==> src/rtl/snoopy_bus_arbiter.sv <==
// Round-robin arbiter for the shared snoopy lock bus.
// Latches the owner's key and checks it against the other lock tables.
module snoopy_bus_arbiter #(
  parameter int NUM_PROCS     = 4,
  parameter int MAX_LOCK_KEYS = 4,
  parameter int GRANT_TIMEOUT = 16
) (
  input  logic                    clk,
  input  logic                    reset,
  input  logic [NUM_PROCS-1:0]    snoopy_bus_request,
  input  logic [NUM_PROCS-1:0]    snoopy_bus_release,
  input  logic [NUM_PROCS-1:0]    snoop_check_req,
  input  logic [32*NUM_PROCS-1:0] snoopy_bus_key_to_be_locked,
  input  logic [32*MAX_LOCK_KEYS*NUM_PROCS-1:0] locked_key_table,
  output logic [NUM_PROCS-1:0]    snoopy_bus_grant,
  output logic [NUM_PROCS-1:0]    add_conflict_snoopy_to_proc,
  output logic                    bus_busy,
  output logic [$clog2(NUM_PROCS)-1:0] bus_owner,
  output logic [31:0]             snoop_key,
  output logic                    protocol_error
);

  localparam int W  = $clog2(NUM_PROCS);
  localparam int TW = $clog2(GRANT_TIMEOUT + 1);

  typedef enum logic [1:0] {
    IDLE,
    GRANT,
    CHECK,
    HOLD
  } state_t;

  state_t               state_q, state_d;
  logic [NUM_PROCS-1:0] grant_q, grant_d;
  logic [NUM_PROCS-1:0] conf_q, conf_d;
  logic [W-1:0]         owner_q, owner_d;
  logic [W-1:0]         rr_q, rr_d;
  logic [TW-1:0]        timer_q, timer_d;
  logic [31:0]          key_q, key_d;
  logic                 err_q, err_d;

  logic                 found;
  logic [W-1:0]         pick;
  logic                 hit;
  logic [31:0]          cur_key;
  logic [31:0]          entry;
  logic [NUM_PROCS-1:0] own;
  logic                 rel;
  logic                 chk;
  logic                 bad;

  function automatic logic [W-1:0] wrap_add(
    input logic [W-1:0] b,
    input int           off
  );
    int j;
    j = int'(b) + off;
    if (j >= NUM_PROCS) j = j - NUM_PROCS;
    return W'(j);
  endfunction

  always_comb begin
    found = 1'b0;
    pick  = '0;
    for (int i = 0; i < NUM_PROCS; i++) begin
      if (!found && snoopy_bus_request[wrap_add(rr_q, i)]) begin
        found = 1'b1;
        pick  = wrap_add(rr_q, i);
      end
    end
  end

  // All-ones entries are empty slots; the owner's own table is skipped.
  always_comb begin
    hit     = 1'b0;
    entry   = '0;
    cur_key = snoopy_bus_key_to_be_locked[32*int'(owner_q) +: 32];
    for (int p = 0; p < NUM_PROCS; p++) begin
      for (int k = 0; k < MAX_LOCK_KEYS; k++) begin
        entry = locked_key_table[32*(p*MAX_LOCK_KEYS+k) +: 32];
        if (p != int'(owner_q) && entry == cur_key && entry != '1)
          hit = 1'b1;
      end
    end
  end

  always_comb begin
    own          = '0;
    own[owner_q] = 1'b1;
    rel = |(snoopy_bus_release & own);
    chk = |(snoop_check_req & own);
    if (state_q == IDLE)
      bad = (|snoop_check_req) | (|(snoopy_bus_release & ~own));
    else
      bad = (|(snoop_check_req & ~own)) |
            (|(snoopy_bus_release & ~own));
  end

  always_comb begin
    state_d = state_q;
    grant_d = grant_q;
    conf_d  = conf_q;
    owner_d = owner_q;
    rr_d    = rr_q;
    timer_d = timer_q;
    key_d   = key_q;
    err_d   = err_q | bad;
    unique case (state_q)
      IDLE: begin
        if (found) begin
          grant_d       = '0;
          grant_d[pick] = 1'b1;
          owner_d       = pick;
          timer_d       = '0;
          state_d       = GRANT;
        end
      end
      GRANT, CHECK, HOLD: begin
        if (rel) begin
          grant_d = '0;
          conf_d  = '0;
          rr_d    = wrap_add(owner_q, 1);
          state_d = IDLE;
        end else if (state_q == GRANT) begin
          if (chk) begin
            key_d           = cur_key;
            conf_d          = '0;
            conf_d[owner_q] = hit;
            state_d         = CHECK;
          end else if (timer_q == TW'(GRANT_TIMEOUT - 1)) begin
            grant_d = '0;
            rr_d    = wrap_add(owner_q, 1);
            state_d = IDLE;
          end else begin
            timer_d = timer_q + TW'(1);
          end
        end else if (state_q == CHECK) begin
          state_d = HOLD;
        end
      end
      default: state_d = IDLE;
    endcase
  end

  always_ff @(posedge clk or negedge reset) begin
    if (!reset) begin
      state_q <= IDLE;
      grant_q <= '0;
      conf_q  <= '0;
      owner_q <= '0;
      rr_q    <= '0;
      timer_q <= '0;
      key_q   <= '0;
      err_q   <= 1'b0;
    end else begin
      state_q <= state_d;
      grant_q <= grant_d;
      conf_q  <= conf_d;
      owner_q <= owner_d;
      rr_q    <= rr_d;
      timer_q <= timer_d;
      key_q   <= key_d;
      err_q   <= err_d;
    end
  end

  assign snoopy_bus_grant            = grant_q;
  assign add_conflict_snoopy_to_proc = conf_q;
  assign bus_busy                    = |grant_q;
  assign bus_owner                   = owner_q;
  assign snoop_key                   = key_q;
  assign protocol_error              = err_q;

endmodule

==> config.mk <==
export PLATFORM = sky130hd
export DESIGN_NAME = snoopy_bus_arbiter
export DESIGN_NICKNAME = d
export VERILOG_FILES = /design/src/rtl/snoopy_bus_arbiter.sv
export SDC_FILE = /design/constraint.sdc
export NUM_CORES = 1
export LEC_CHECK = 0
export CAP_MARGIN = 15
export CORE_AREA = 2 2 273 275
export DETAILED_ROUTE_END_ITERATION = 8
export DIE_AREA = 0 0 275 277
export DONT_BUFFER_PORTS = 1
export GPL_TIMING_DRIVEN = 0
export PLACE_DENSITY = 0.3
export SLEW_MARGIN = 30
export SYNTH_ARGS = -nofsm -noshare
export SYNTH_HDL_FRONTEND = slang
export SYNTH_SLANG_ARGS = --single-unit
==> constraint.sdc <==
create_clock -name clk -period 5.4 [get_ports clk]
set_input_delay 1.62 -clock clk [delete_from_list [all_inputs] [get_ports clk]]
set_output_delay 1.62 -clock clk [all_outputs]
set_load 0.02 [all_outputs]
* Word-level counts from Yosys, hierarchy flattened
Index checks and enable logic that the tools add are counted.
** Storage, ports and cells
- Word-level logic and storage cells :: 219
- Output and inout bits :: 44
- Input port bits :: 654
- Flip-flop bits (word level) :: 52
** Cells by class
- Equal/unequal tests :: 50
- Reduce and logical (&&, ||, !) cells :: 59
- $add $sub $neg :: 10
- $lt $le $gt $ge :: 13
- Muxes and demuxes :: 68
- Shift operators :: 1
- Bitwise gates (word level) :: 10
** Operator list (number)
- $eq 32x32->1 :: 16
- $ne 32x32->1 const B :: 16
- $shiftx 128x8->32 :: 1
- $mux 2 :: 19
- $logic_and 1x1->1 :: 37
- $mux 4 :: 8
- $mux 1 :: 27
- $mux 5 :: 5
- $reduce_or 4->1 :: 6
- $and 4x4->4 :: 5
- $lt 2x3->1 const B :: 6
- $ge 3x3->1 const B :: 4
- $ne 2x2->1 const B :: 6
- $reduce_and 4->1 :: 3
- $pmux 5 s2 :: 1
- $sub 2x1->2 const B :: 5
- $ne 3x3->1 const B :: 3
- $bmux 1 s2 :: 4
- $pmux 4 s2 :: 1
- $reduce_bool 2->1 :: 4
- $add 2x1->3 const B :: 2
- $add 2x2->3 const B :: 2
- $reduce_and 3->1 :: 2
- $add 5x1->5 const B :: 1
- 19 further kinds :: 27

* Longest topological paths before layout
- Word-level depth :: 24
- Mapped depth :: 15
- Mapped depth without buffers :: 10

* Least setup slack after synthesis
No wires, ideal clock.
- Path kind :: input port to flip-flop
- Start point :: in snoopy_bus_key_to_be_locked[105]
- End point :: reg conf_q[0], in the netlist add_conflict_snoopy_to_proc[0]
- Arrival time :: 3.728 ns
- Path slack :: 1.595 ns
- Data required time :: 5.324 ns
- Setup time :: 0.076 ns
- Path buffers :: 2
- Cell stages on the path :: 11
- Cells stage by stage :: mux4_2 > buf_6 > buf_12 > xor2_2 > nor4_2 > nand4_1 > nor4_2 > nand4_1 > a311o_1 > a21boi_1 > o21ai_1
** On the way
- Word-level cells in the longest chain between the ends :: 24
- Elaborated cells between the ends (all ways) :: 69
- Classes of those cells :: 16 x eq/ne; 1 x shift; 19 x mux; 1 x bitwise; 32 x reduce/logical
** Ends and longest elaborated chain
- start: declaration :: RTL line 13 : input logic [32*NUM_PROCS-1:0] snoopy_bus_key_to_be_locked,
- $shiftx 128x8->32 * :: RTL line 77 : cur_key = snoopy_bus_key_to_be_locked[32*int'(owner_q) +: 32];
- $eq 32x32->1 :: RTL line 81 : if (p != int'(owner_q) && entry == cur_key && entry != '1)
- $logic_and 1x1->1 (2 in a row) :: RTL line 81
- $mux 1 (15 in a row) :: RTL line 81
- $mux 1 * :: RTL line 81
- $and 4x4->4 (no source line) *
- $mux 4 * :: RTL line 125 : if (chk) begin
- $mux 4 * :: RTL line 124 : end else if (state_q == GRANT) begin
- $mux 4 * :: RTL line 119 : if (rel) begin
- end signal: assignment :: RTL line 158 : conf_q <= conf_d;
- end: declaration :: RTL line 35 : logic [NUM_PROCS-1:0] conf_q, conf_d;
Every way passes the cells marked *; elsewhere a longest branch is shown, timed or not. The select of a mux whose other input is x is not followed.
A chain may end at the register's enable or synchronous reset.

* Worst setup path in the final report
- Start point :: reg owner_q[0], in the netlist bus_owner[0]
- End point :: reg conf_q[3], in the netlist add_conflict_snoopy_to_proc[3]
** On the way
- Word-level cells in the longest chain between the ends :: 24
- Elaborated cells between the ends (all ways) :: 85
- Classes of those cells :: 2 x order compare; 19 x eq/ne; 1 x shift; 21 x mux; 3 x bitwise; 39 x reduce/logical
** Ends and longest elaborated chain
- start: declaration :: RTL line 36 : logic [W-1:0] owner_q, owner_d;
- start signal: assignment :: RTL line 159 : owner_q <= owner_d;
- $shiftx 128x8->32 :: RTL line 77
- $eq 32x32->1 :: RTL line 81
- $logic_and 1x1->1 (2 in a row) :: RTL line 81
- $mux 1 (16 in a row) :: RTL line 81
- $and 4x4->4 (no source line)
- $mux 4 :: RTL line 125
- $mux 4 :: RTL line 124
- $mux 4 :: RTL line 119
Several ways; a longest one is shown, not always the timed one. The select of a mux whose other input is x is not followed.

==> impl_metrics.json <==
{
  "status": "finished, final reports clean",
  "first_pass_iters": 6,
  "synth-seq-cells": 52,
  "row_count": 100,
  "floorplan.initialDensity": 0.161,
  "remaining_drc_errors": 0,
  "global_route.usage.met3": 0.0866,
  "rsz0062_at_grt": "false",
  "p_seq_frac": 0.119,
  "slowest_stage": "dfrtp_1",
  "synth-edff-count": 0,
  "vdd_drop_max_mv": 0.271,
  "synth_xor_area_frac": 0.340,
  "combPwrFrac": 0.831,
  "max_freq_mhz": 200,
  "grt_first_pass_wirelength_um": 137000,
  "port_buffers": 0,
  "grt.total_usage": 0.268,
  "path_max_fanout": 20,
  "insertion_delay_ns": 0.30,
  "synth_top_family_by_area": "XOR/XNOR gates",
  "p_clk_frac": 0.049,
  "synth_common_cells": "239 x xnor2_1, 221 x xor2_1, 194 x nand4_1, 87 x nor4_1, 60 x mux2i_1",
  "wl_um": 107000,
  "top_usage_layer": "met2",
  "use_met2": 0.445,
  "via_per_inst": 5.72,
  "hp-class": "reg2reg",
  "clock_path_buffers": 2,
  "synth.top_cell.area_share": 0.176,
  "core_area_mm2": 0.0736,
  "ys_seq_area_frac": 0.110,
  "skew_ns": 0.00800,
  "final_util": 0.182,
  "fp.dieH_um": 277,
  "grt_overflow_total": 0,
  "critPathKind": "reg2reg",
  "antenna_found_initial": 4,
  "cp-start-kind": "flip-flop",
  "synth-simple-area-share": 0.210,
  "internal_power_mw": 2.93,
  "path_cells": "buf_6 -> buf_6 -> inv_1 -> buf_2 -> buf_2 -> ha_2 -> inv_1 -> o311ai_0 -> a2111oi_0 -> nand4_1 -> o31ai_1 -> or4_1 -> a21oi_1 -> o31ai_1",
  "switching_share": 0.622,
  "yosys_warnings": 0,
  "wl_per_cell_um": 44.8,
  "worst_pin_slew_ns": 1.13,
  "place_area_mm2": 0.0132,
  "ys_types": 60,
  "cts-root-buf": "clkbuf_16",
  "vias": 13700,
  "finalCritPeriodShare": 0.924,
  "power_density_mw_per_mm2": 580,
  "numCtsBuffers": 5,
  "syn_to_final_growth_pct": 12.4,
  "cts_num_sinks": 52,
  "drv_cap": 0,
  "grt_pass1_vias": 13600,
  "use_met1": 0.335,
  "synthAdderAreaFrac": 0.00632,
  "drt_iter0_drc": 1599,
  "synth_nets": 2071,
  "synth_area_leaders": "xnor2_1 18%, xor2_1 16%, dfrtp_1 11%",
  "fin_setup_tns_ns": 0,
  "netlist_area_mm2": 0.0119,
  "cts.htree.levels": 2,
  "switchingPower_mw": 4.82,
  "dp.cells": 2382,
  "cts_tree": "built",
  "slew_headroom": 0.239,
  "cp_slowest_stage_delay_ns": 0.77,
  "yosys_most_used_dff": "dfrtp_1",
  "path_clk_slew_ns": 0.08,
  "die-area_mm2": 0.0762,
  "synth_cells": 1411,
  "die_x_um": 275,
  "drive_gt1_frac": 0.124,
  "hpwlAfterDp_um": 89000,
  "finalNetCount": 2079,
  "fin_cells": 2391,
  "grt_max_degree": 53,
  "crit_arrival_ns": 5.20,
  "setup-violations-final": 0,
  "hold_viol_final": 0,
  "fin_crit_ns": 4.99,
  "synth_compound_area_frac": 0.128,
  "stdcell_area_mm2": 0.0134,
  "report.final.slew_viol_count": 0,
  "p_leak_nw": 4.04,
  "finalWeightedCongestion": 0.974,
  "required_ns": 5.61,
  "avgSynthCellArea_um2": 8.42,
  "p_total_mw": 7.75,
  "crit_path_end_kind": "flip-flop",
  "post_cts_buffers": 0,
  "synth_top_area_cell": "xnor2_1",
  "postRouteAntennaNets": 0,
  "synth-async-reset-ratio": 1.00,
  "boundaryPins": 698,
  "cts.hold.buffers_added": 0,
  "synthMuxAreaShare": 0.148,
  "synth_most_common_cell": "xnor2_1"
}
[per-stage QoR]
step	hold WS, ns	setup WS (ns)
final	0.519	0.410
after global placement	0.494	-0.506
after CTS	0.524	0.372
after floorplan	0.469	1.60
after global routing	0.547	0.192
after detailed placement	0.502	-0.529
[area by class of cell]
type	instances	area [µm²]
antenna	2	5.00
buffer	88	589
clock buffer	6	129
clock inverter	2	38.8
fill	8332	60200
inverter	26	97.6
multi-input combinational	1244	9960
sequential	52	1300
tap	969	1210
timing repair buffer	2	22.5
[worst paths after layout]
| path | startpoint | end | slack [ns] | depth (start not counted) |
|---|---|---|---|---|
| setup reg to reg | bus_owner[0] | add_conflict_snoopy_to_proc[3] | 0.41 | 14 |
| max in group asynchronous | reset | snoop_key[21] | 4.30 | 0 |
| min in group asynchronous | reset | timer_q[3] | 1.00 | 0 |
| hold reg to reg | timer_q[4] | timer_q[4] | 0.52 | 2 |
| hold / removal | timer_q[4] | timer_q[4] | 0.52 | 2 |
| setup / recovery | bus_owner[0] | add_conflict_snoopy_to_proc[3] | 0.41 | 14 |
[worst max-delay path, delay by kind of cell (launching register included)]
kind | cells | cell delay, ns
AO/OA/AOI/OAI | 5 | 1.64
adder cells (fa/ha/maj) | 1 | 0.45
buffers and inverters | 6 | 1.50
flip-flops | 1 | 0.77
AND/OR/NAND/NOR | 2 | 0.48
[routing by layer]
layer / wire [µm] / share of wire / vias to the layer above
met5: 0 / 0 / -
met2: 50200 / 0.47 / 1016
met3: 11700 / 0.11 / 143
li1: - / - / 5426
met1: 42500 / 0.40 / 7087
met4: 2790 / 0.026 / 0
[power groups by stage]
stage               Clock (mW)  Combinational (mW)  Sequential (mW)
floorplan                    0                3.85            0.824
global placement             0                6.37            0.939
detailed placement           0                6.40            0.938
CTS                      0.395                6.42            0.931
global route             0.411                6.71            0.945
finish                   0.383                6.44            0.926
[registers in the layout, indices dropped and copies added (netlist names)]
| register | cells |
|---|---|
| timer_q | 5 |
| bus_owner | 2 |
| snoopy_bus_grant | 4 |
| add_conflict_snoopy_to_proc | 4 |
| protocol_error | 1 |
| snoop_key | 32 |
| state_q | 2 |
| rr_q | 2 |
[kinds of logic (layout without fill, tap and decap cells)]
logic type,Yosys count,count (layout)
AO/OA/AOI/OAI,216,216
flip-flops,52,52
AND/OR/NAND/NOR,431,431
multiplexers,130,130
other,0,2
buffers and inverters,115,124
adder cells (fa/ha/maj),6,6
XOR/XNOR,461,461
[what timing repair did]
item,4_1_cts,5_1_grt
endpoints found under the hold margin,0,0
setup endpoints to repair,29,0
gates resized for setup,1,0
[cell usage in the layout, fill, tap and decap left out, types with 35 or more instances in the layout]
cell type,n
a21oi_1,35
buf_2,41
dfrtp_1,52
mux2_2,38
mux2i_1,43
nand2_1,47
nand4_1,194
nor4_1,87
xnor2_1,239
xor2_1,221
(Power assumes the default switching activity.)
==> RTL change, RTL diff (same settings) <==
Change the parameter `GRANT_TIMEOUT` from 16 to 32.
--- a/src/rtl/snoopy_bus_arbiter.sv
+++ b/src/rtl/snoopy_bus_arbiter.sv
@@ -3,7 +3,7 @@
 module snoopy_bus_arbiter #(
   parameter int NUM_PROCS     = 4,
   parameter int MAX_LOCK_KEYS = 4,
-  parameter int GRANT_TIMEOUT = 16
+  parameter int GRANT_TIMEOUT = 32
 ) (
   input  logic                    clk,
   input  logic                    reset,
Function: not settled (the Yosys comparison gave no result); the edit may change what the design does.
==> RTL change against the unedited design <==
  * Power rose by 5.5%
  * Sequential cell count is 1 higher
  * Non-clock buffer count increased by 4
  * Area after synthesis is 3.1% higher
  * Wire length grew 14%
  * Critical path depth decreased by 2
  * Count of clock-buffer cells in the layout down 1
  * Clock skew barely moved
  * Maximum frequency shrank 5.1%
  * Setup slack got worse by 270 ps
  * Global-route usage rose by 3.6 points
  * Final area increased by 5.5%
==> RTL change: results <==
export IMPL_outcome="complete, no violations"
export IMPL_synth_compound_area_share_pct=15.3
export IMPL_place_hpwl_um=98700
export IMPL_muxShareOfSynthArea_pct=13.9
export IMPL_cts_resized=3
export IMPL_wirelength_um=122000
export IMPL_max_stage_delay_ps=820
export IMPL_grt_pass1_wl_um=152000
export IMPL_irDropWorstVdd_mv=0.349
export IMPL_synthTopCellsByCount="xnor2_1, nand4_1, xor2_1"
export IMPL_synth_xor_area_share_pct=32.4
export IMPL_cp_top_family="buffers and inverters"
export IMPL_fill_cells=8259
export IMPL_r2r_end="add_conflict_snoopy_to_proc[1]"
export IMPL_grt_use_met3_pct=11.1
export IMPL_max_slew_margin_pct=23.7
export IMPL_p_int_w=0.00295
export IMPL_p_total_w=0.00818
export IMPL_dp_cells=2475
export IMPL_gp_congestion=0.946
export IMPL_critical_path_max_fanout=27
export IMPL_min_period_over_period_pct=97.4
export IMPL_routed_via_density=5.83
export IMPL_worstSetupEndpoint="add_conflict_snoopy_to_proc[1]"
export IMPL_antenna_found_initial=8
export IMPL_arrival_ps=5470
export IMPL_synth_top_cells_by_area="xnor2_1, xor2_1, dfrtp_1, nand4_1, mux4_2"
export IMPL_place_area_sq_um=13900
export IMPL_clock_skew_ps=8.30
export IMPL_m1WireLength_um=45400
export IMPL_drt_first_pass_iters=5
export IMPL_preCtsSetupSlack_ps=-712
export IMPL_wl_met2_um=57600
export IMPL_synth_distinct_cells=64
export IMPL_leakage_nw=4.18
export IMPL_r2r_slack_ps=140
export IMPL_grt_max_degree=54
export IMPL_yosys_area_share_adder_pct=0.511
export IMPL_met2_usage_pct=51.5
export IMPL_p_clk_w=0.000408
## RTL change: cell type report
cell class                      instances  area [sq um]  share of cell area, %
Multi-Input combinational cell       1338         10600                   75.4
Antenna cell                            4          10.0                 0.0710
Clock buffer                            5           125                  0.888
Sequential cell                        53          1330                   9.41
Timing Repair Buffer                    9           131                  0.932
Inverter                               19          71.3                  0.506
Clock inverter                          3          47.5                  0.337
Tap cell                              969          1210                   8.60
Buffer                                 85           538                   3.82
## RTL change: worst min path at each step
| stage | startpoint | end | slack (ps) | cells after the start |
|---|---|---|---|---|
| after global placement | rr_q[0] | rr_q[0] | 500 | 2 |
| after detailed placement | rr_q[0] | rr_q[0] | 510 | 2 |
| after global routing | rr_q[0] | rr_q[0] | 550 | 2 |
| after floorplan | rr_q[0] | rr_q[0] | 470 | 2 |
| after CTS | rr_q[0] | rr_q[0] | 520 | 2 |
| final | timer_q[0] | timer_q[0] | 520 | 1 |
